<file path="src/rtl/calendar_set_ctrl.sv">
// calendar_set_ctrl: button-driven year/month/day editor with shadow date, inactivity timeout and blink
module calendar_set_ctrl #(
    parameter int TIMEOUT_S = 30,
    parameter int YEAR_MIN  = 1900,
    parameter int YEAR_MAX  = 2099
) (
    input  logic        clk_100MHz,
    input  logic        reset,
    input  logic        tick_1Hz,
    input  logic        btn_mode,
    input  logic        btn_up,
    input  logic        btn_down,
    input  logic        btn_cancel,
    input  logic [4:0]  cur_day,
    input  logic [3:0]  cur_month,
    input  logic [11:0] cur_year,
    output logic [4:0]  set_day,
    output logic [3:0]  set_month,
    output logic [11:0] set_year,
    output logic        load,
    output logic        edit_active,
    output logic [1:0]  field_sel,
    output logic        blink
);
    typedef enum logic [1:0] {IDLE = 2'b00, YEAR = 2'b01, MONTH = 2'b10, DAY = 2'b11} state_t;
    localparam int CW = $clog2(TIMEOUT_S + 1);
    localparam logic [11:0] Y_MIN = 12'(YEAR_MIN);
    localparam logic [11:0] Y_MAX = 12'(YEAR_MAX);
    localparam logic [CW-1:0] CNT_LAST = CW'(TIMEOUT_S - 1);
    state_t state;
    logic [CW-1:0] cnt;
    logic [4:0] day_max;
    logic [4:0] day_clamp;
    logic any_btn;
    function automatic logic [4:0] days_in_month(input logic [3:0] m, input logic [11:0] y);
        return (m == 4'd2) ? ((y[1:0] == 2'b00) ? 5'd29 : 5'd28) :
               (m == 4'd4 || m == 4'd6 || m == 4'd9 || m == 4'd11) ? 5'd30 : 5'd31;
    endfunction
    assign day_max     = days_in_month(set_month, set_year);
    assign day_clamp   = (set_day == 5'd0 || set_day > day_max) ? day_max : set_day;
    assign any_btn     = btn_mode | btn_up | btn_down | btn_cancel;
    assign field_sel   = state;
    assign edit_active = (state != IDLE);
    always_ff @(posedge clk_100MHz) begin
        if (reset) begin
            state     <= IDLE;
            set_day   <= 5'd19;
            set_month <= 4'd7;
            set_year  <= 12'd1907;
            load      <= 1'b0;
            blink     <= 1'b0;
            cnt       <= '0;
        end else begin
            load <= 1'b0;
            if (state == IDLE) begin
                cnt   <= '0;
                blink <= 1'b0;
                if (btn_mode) begin
                    state     <= YEAR;
                    blink     <= 1'b1;
                    set_year  <= (cur_year < Y_MIN || cur_year > Y_MAX) ? Y_MIN : cur_year;
                    set_month <= (cur_month == 4'd0 || cur_month > 4'd12) ? 4'd1 : cur_month;
                    set_day   <= cur_day;
                end
            end else if (btn_cancel) begin
                state <= IDLE;
                blink <= 1'b0;
                cnt   <= '0;
            end else if (btn_mode) begin
                cnt   <= '0;
                blink <= 1'b1;
                if (state == YEAR) state <= MONTH;
                if (state == MONTH) begin
                    state   <= DAY;
                    set_day <= day_clamp;
                end
                if (state == DAY) begin
                    state <= IDLE;
                    load  <= 1'b1;
                    blink <= 1'b0;
                end
            end else if (any_btn) begin
                cnt   <= '0;
                blink <= 1'b1;
                if (btn_up ^ btn_down) begin
                    if (state == YEAR)
                        set_year <= btn_up ? ((set_year >= Y_MAX) ? Y_MIN : set_year + 12'd1)
                                           : ((set_year <= Y_MIN) ? Y_MAX : set_year - 12'd1);
                    if (state == MONTH)
                        set_month <= btn_up ? ((set_month >= 4'd12) ? 4'd1 : set_month + 4'd1)
                                            : ((set_month <= 4'd1) ? 4'd12 : set_month - 4'd1);
                    if (state == DAY)
                        set_day <= btn_up ? ((set_day >= day_max) ? 5'd1 : set_day + 5'd1)
                                          : ((set_day <= 5'd1) ? day_max : set_day - 5'd1);
                end
            end else if (tick_1Hz) begin
                if (cnt == CNT_LAST) begin
                    state <= IDLE;
                    blink <= 1'b0;
                    cnt   <= '0;
                end else begin
                    cnt   <= cnt + CW'(1);
                    blink <= ~blink;
                end
            end
        end
    end
endmodule

</file>
<file path="config.mk">
export PLATFORM = sky130hd
export DESIGN_NAME = calendar_set_ctrl
export DESIGN_NICKNAME = d
export VERILOG_FILES = /design/src/rtl/calendar_set_ctrl.sv
export SDC_FILE = /design/constraint.sdc
export NUM_CORES = 1
export LEC_CHECK = 0
export CAP_MARGIN = 30
export CORE_ASPECT_RATIO = 1.2
export CORE_MARGIN = 2
export CORE_UTILIZATION = 48
export CTS_CLUSTER_SIZE = 40
export DETAILED_ROUTE_END_ITERATION = 10
export PLACE_DENSITY = 0.75
export SETUP_SLACK_MARGIN = 0.3
export SLEW_MARGIN = 30
export SYNTH_ARGS = -nofsm -noshare
export SYNTH_HDL_FRONTEND = slang
export SYNTH_SLANG_ARGS = --single-unit
</file>
<file path="constraint.sdc">
create_clock -name clk_100MHz -period 2.81 [get_ports clk_100MHz]
set_clock_uncertainty 0.05 [all_clocks]
set_input_delay 0.281 -clock clk_100MHz [delete_from_list [all_inputs] [get_ports clk_100MHz]]
set_output_delay 0.281 -clock clk_100MHz [all_outputs]
set_load 0.05 [all_outputs]
</file>
Word-level counts from Yosys, hierarchy flattened
Cells that the tools add are included.
{ "totals": {"ff_bits": 30, "in_bits": 28, "output_inout_bits": 26} }
{ "op_classes": {"addsub": 7, "order_cmp": 10, "eq_ne": 16, "n_mux": 57, "n_bitwise": 6, "reduce_logical": 25} }
{ "op_table": {"columns": ["cell", "count"], "rows": [
  ["2-to-1 mux 12 bit", 11],
  ["2-to-1 mux 5 bit", 13],
  ["2-to-1 mux 4 bit", 11],
  ["2-to-1 mux 2 bit", 11],
  ["nonzero test 3 bit", 7],
  ["adder 12 x 1 -> 12 bit (second input constant)", 1],
  [">= comparator 12 bit (second input constant)", 1],
  ["greater-than comparator 12 bit (second input constant)", 1],
  ["less-or-equal comparator 12 x 11 -> 1 bit (second input constant)", 1],
  ["less-than comparator 12 x 11 -> 1 bit (second input constant)", 1],
  ["AND reduction 6 bit", 2],
  ["subtractor 12 x 1 -> 12 bit (second input constant)", 1],
  ["2-to-1 mux 1 bit", 11],
  ["adder 5 x 1 -> 5 bit (second input constant)", 2],
  ["equality test 4 x 3 -> 1 bit (second input constant)", 2],
  ["equality test 4 bit (second input constant)", 2],
  ["AND reduction 7 bit", 1],
  ["logical OR 1 bit", 6],
  ["inequality test 3 x 1 -> 1 bit (second input constant)", 2],
  ["inequality test 6 x 1 -> 1 bit (second input constant)", 1],
  ["equality test 5 bit (second input constant)", 1],
  [">= comparator 5 bit", 1],
  ["greater-than comparator 5 bit", 1],
  ["less-or-equal comparator 5 x 1 -> 1 bit (second input constant)", 1],
  ["23 further kinds", 29]
]} }

Depth between registers and ports, before layout
Gate-level depths: netlist (run 1).
{ "logic_depth": {"depth_word": 15, "depth_mapped": 13, "ltp_nobuf": 12} }

Least setup slack after synthesis (run 1)
No wires, ideal clock.
{ "synth_path": {"path_type": "register to register", "from": "reg set_month[0]", "to": "reg set_day[3]", "t_arrival_ps": 2828, "slack_ps": -208, "path_stages_with_launch": 12, "n_path_buf": 1, "synth_period_minus_slack_ps": 3018, "path_cell_list": "dfxtp_1 -> inv_1 -> ha_1 -> o21ai_0 -> o21ai_0 -> o21ai_0 -> ha_1 -> a211o_1 -> a22o_1 -> clkbuf_1 -> a2111oi_0 -> a2111oi_0"} }
{ "synth_between": {"elab_chain_cells": 15} }
{ "synth_lines": {"columns": ["item", "line", "rtl"], "rows": [
  ["from (decl)", "18", "output logic [3:0] set_month,"],
  ["from (signal assigned)", "62", "set_month <= (cur_month == 4'd0 || cur_month > 4'd12) ? 4'd1 : cur_month;"],
  ["from (signal assigned)", "90", "set_month <= btn_up ? ((set_month >= 4'd12) ? 4'd1 : set_month + 4'd1)"],
  ["equality test 4 x 3 -> 1 bit", "37", "(m == 4'd4 || m == 4'd6 || m == 4'd9 || m == 4'd11) ? 5'd30 : 5'd31;"],
  ["logical OR 1 bit (3 in a row)", "37", null],
  ["2-to-1 mux 1 bit", "37", null],
  ["2-to-1 mux 2 bit (*)", "36", "return (m == 4'd2) ? ((y[1:0] == 2'b00) ? 5'd29 : 5'd28) :"],
  [">= comparator 5 bit", "93", "set_day <= btn_up ? ((set_day >= day_max) ? 5'd1 : set_day + 5'd1)"],
  ["2-to-1 mux 5 bit (2 in a row)", "93", null],
  ["2-to-1 mux 5 bit", "92", "if (state == DAY)"],
  ["2-to-1 mux 5 bit", "85", "if (btn_up ^ btn_down) begin"],
  ["2-to-1 mux 5 bit", "82", "end else if (any_btn) begin"],
  ["2-to-1 mux 5 bit", "69", "end else if (btn_mode) begin"],
  ["2-to-1 mux 5 bit", "65", "end else if (btn_cancel) begin"],
  ["2-to-1 mux 5 bit", "55", "if (state == IDLE) begin"],
  ["to (signal assigned)", "63", "set_day <= cur_day;"],
  ["to (signal assigned)", "75", "set_day <= day_clamp;"],
  ["to (signal assigned)", "93", null],
  ["to (decl)", "17", "output logic [4:0] set_day,"]
]} }
Every way passes the cells marked *; elsewhere a longest branch is shown, timed or not. The select of a mux whose other input is x is not followed.
A chain may end at the register's enable or synchronous reset.

Final worst setup path (run 1)
{ "layout_path": {"from": "reg set_month[1]", "to": "reg set_day[3]"} }
The elaborated chain is that of the path after synthesis.

==> results of run 1 <==
-- metrics by stage --
stage,total power [uW],instance area [um^2],hold slack (ns),util
5_1_grt,1745,3665,0.5003,0.6466
4_1_cts,1627,3570,0.4702,0.6298
2_1_floorplan,977.9,2863,0.4045,-
6_report,1665,3665,0.4739,0.6466
3_3_place_gp,1170,3430,0.4467,0.6051
3_5_place_dp,1178,3430,0.4579,0.6051
-- layer usage --
metal / wire length (um) / up-vias / share of wire
li1: - / 1539 / -
met1: 3477 / 1473 / 0.40
met2: 4087 / 212 / 0.47
met3: 817 / 34 / 0.095
met4: 234 / 0 / 0.027
met5: 0 / - / 0
-- path summary, 6_finish.rpt --
path	slack, ns	endpoint
hold / removal	0.47	cnt[1]
setup reg to reg	0.33	set_day[3]
setup / recovery	0.33	set_day[3]
hold reg to reg	0.47	cnt[1]
-- cell type report --
cell class | count | area, um^2
Inverter | 21 | 78.83
Fill cell | 519 | 2003
Tap cell | 80 | 100.1
Multi-Input combinational cell | 301 | 2088
Clock inverter | 1 | 30.03
Timing Repair Buffer | 72 | 673.1
Clock buffer | 7 | 76.32
Sequential cell | 30 | 618.1
-- sequential cells by signal, summed over array words and instances, names as in the netlist --
name / cells
set_year: 12
cnt: 5
set_day: 5
set_month: 4
field_sel: 2
blink: 1
load: 1
-- kinds of logic after synthesis --
family / Yosys count / share of synthesized area
flops: 30 / 0.2125
mux: 3 / 0.01107
xor+xnor: 13 / 0.04028
compound gates: 129 / 0.3333
fa+ha+maj: 15 / 0.06640
buf+inv: 52 / 0.08056
simple gates: 140 / 0.2559
-- worst max-delay path: cells and delay by family, from the launching register on --
family                     cells  cell delay [ns]
adders and majority gates      2             0.47
buffers and inverters          1             0.07
DFF                            1             0.38
AOI/OAI and AO/OA              6             1.40
-- cell usage in the layout, fill, tap and decap left out, types with 6 or more instances in the layout --
cell type / netlist / layout
a211oi_1: 7 / 7
a21oi_1: 24 / 23
and3_1: 6 / 6
buf_4: 1 / 19
clkdlybuf4s50_1: 0 / 53
dfxtp_1: 30 / 24
ha_1: 15 / 12
inv_1: 19 / 18
nand2_1: 25 / 25
nand3_1: 18 / 18
nand4_1: 6 / 6
nor2_1: 39 / 38
nor3_1: 15 / 14
o21ai_0: 27 / 21
xor2_1: 8 / 8
-- what timing repair did --
action                                  CTS  global route
buffers inserted                          0             6
hold buffers                              0             0
gates resized for setup                   7            15
endpoints found under the setup margin    4             7
pin swaps                                 2             8
cloned                                    0             1
-- power by group through the flow --
stage / Clock [uW] / Sequential (uW) / Combinational, uW
3_5_place_dp: 0 / 551 / 627
6_report: 441 / 541 / 683
3_3_place_gp: 0 / 550 / 620
5_1_grt: 468 / 548 / 729
2_1_floorplan: 0 / 617 / 360
4_1_cts: 446 / 543 / 639
==> results.cfg, run 1 <==
[status]
status = finished, final reports clean

[clock_tree]
clockBufferDepth = 2
htreeDepth = 2
cts_tree = built
clock_sinks = 30
cts_buffers = 5
clk_latency_ns = 0.29
clk_pin_slew_ns = 0.07
root_buffer = clkbuf_8

[synthesis]
synth_area_per_cell_um2 = 7.399
synth_warnings = 0
synth_area_leaders = dfxtp_1 21%, ha_1 6.6%, nor2_1 5.2%, o21ai_0 4.8%, a21oi_1 4.2%
yosysTopAreaCell = dfxtp_1
postSynth.asyncResetShare = 0
synth_nets = 425
ys_types = 70
yosysTopAreaCellShare = 0.2125
synth_area_um2 = 2826
synth_cells = 382
synth.most_common_cell = nor2_1
synth_commonest_cells = 39 x nor2_1, 30 x dfxtp_1, 27 x o21ai_0, 25 x nand2_1, 24 x a21oi_1
synth_ff_type = dfxtp_1
ys_seq_area_frac = 0.2125
synth_edf_count = 0
ys_ff_latch = 30

[global_routing]
grt_max_degree = 23
grt_use_met3 = 0.04833
track_usage = 0.2574
grt_busiest_layer = met2
grt_pass1_wl_mm = 13.39
globalRouteMet1Util = 0.3248
grt_use_met2 = 0.4245
grt-ovfl-total = 0
antenna_found_initial = 0
first_global_vias = 2849

[routing]
drt_iter0_markers = 301
antenna_left = 0
firstDrtPassIters = 5
dr_total_vias = 3258
wl_per_cell_um = 16.83
drc = 0
via_per_inst = 6.363
drt_wl_total_mm = 8.616

[power]
switching_share = 0.4011
power.switching_uw = 667.7
pwr-share-comb = 0.410
p_leak_uw = 0.001337
power_density_nw_per_um2 = 454.3
intPower_uw = 997.1
p_seq_frac = 0.325
p_clk_frac = 0.265
peakVddDrop_uv = 280.7

[critical_path]
crit_path_top_delay_cell = dfxtp_4
arrival_ns = 2.61
crit_start = set_month[1]
crit_type = flop to flop
r2r_cells = 9
worst_path_most_repeated_cell = o21ai_1
slowest_delay_ns = 0.38
r2r_start = set_month[1]
worst_setup_path_start_kind = flop
endpoint_kind = flop
path_cells = inv_1 > ha_2 > o21ai_2 > o21ai_1 > o21ai_1 > ha_1 > a211o_1 > a22o_4 > a2111oi_2
crit_fanout = 7
critical_path_required_ns = 2.94

[sta]
period_needed_ns = 2.482
final-hold-violation-count = 0
period_share = 0.8833
finalSetupViolCount = 0
slew_violations = 0
rsz0062_at_grt = yes
worst_pin_slew_ns = 0.5834
fmax_ghz = 0.4029
tns_ns = 0
relSlewSlack = 0.6070
fin_ws_ns = 0.3279

[floorplanning]
die_h_um = 88.06
io_pins = 54
dieArea_um2 = 6521
rows = 30
initial_utilization = 0.4987
dieWidth_um = 74.05
core_area_um2 = 5668

[flow_run]
maxCapViolations = 0

[placement]
post-dp-hpwl_mm = 5.832
dp.cells = 497
post-place-ws_ns = 0.06157
routabilityCongestion = 0.9149
place.port_buffers = 53

[layout]
antenna_cells = 0
drive_gt1_frac = 0.1574
synthToLayoutAreaGrowth_pct = 29.66
finalNonFillerCells = 512
nets = 474

[hold_path]
hold_path_class = flop to flop
hold_depth = 2
hold_start = cnt[1]
Note: power is estimated with default switching activity, not from simulation.
==> inputs of run 2 (changes only) <==
- CAP_MARGIN: 30 -> unset
- SLEW_MARGIN: 30 -> 20
==> results of run 2 <==
Final layout, timing and power as in run 1 (identical DEF).
==> inputs of run 3 (changes only) <==
- ABC_CLOCK_PERIOD_IN_PS: unset -> 2810
==> results of run 3 <==
Final layout, timing and power as in run 1 (identical DEF).
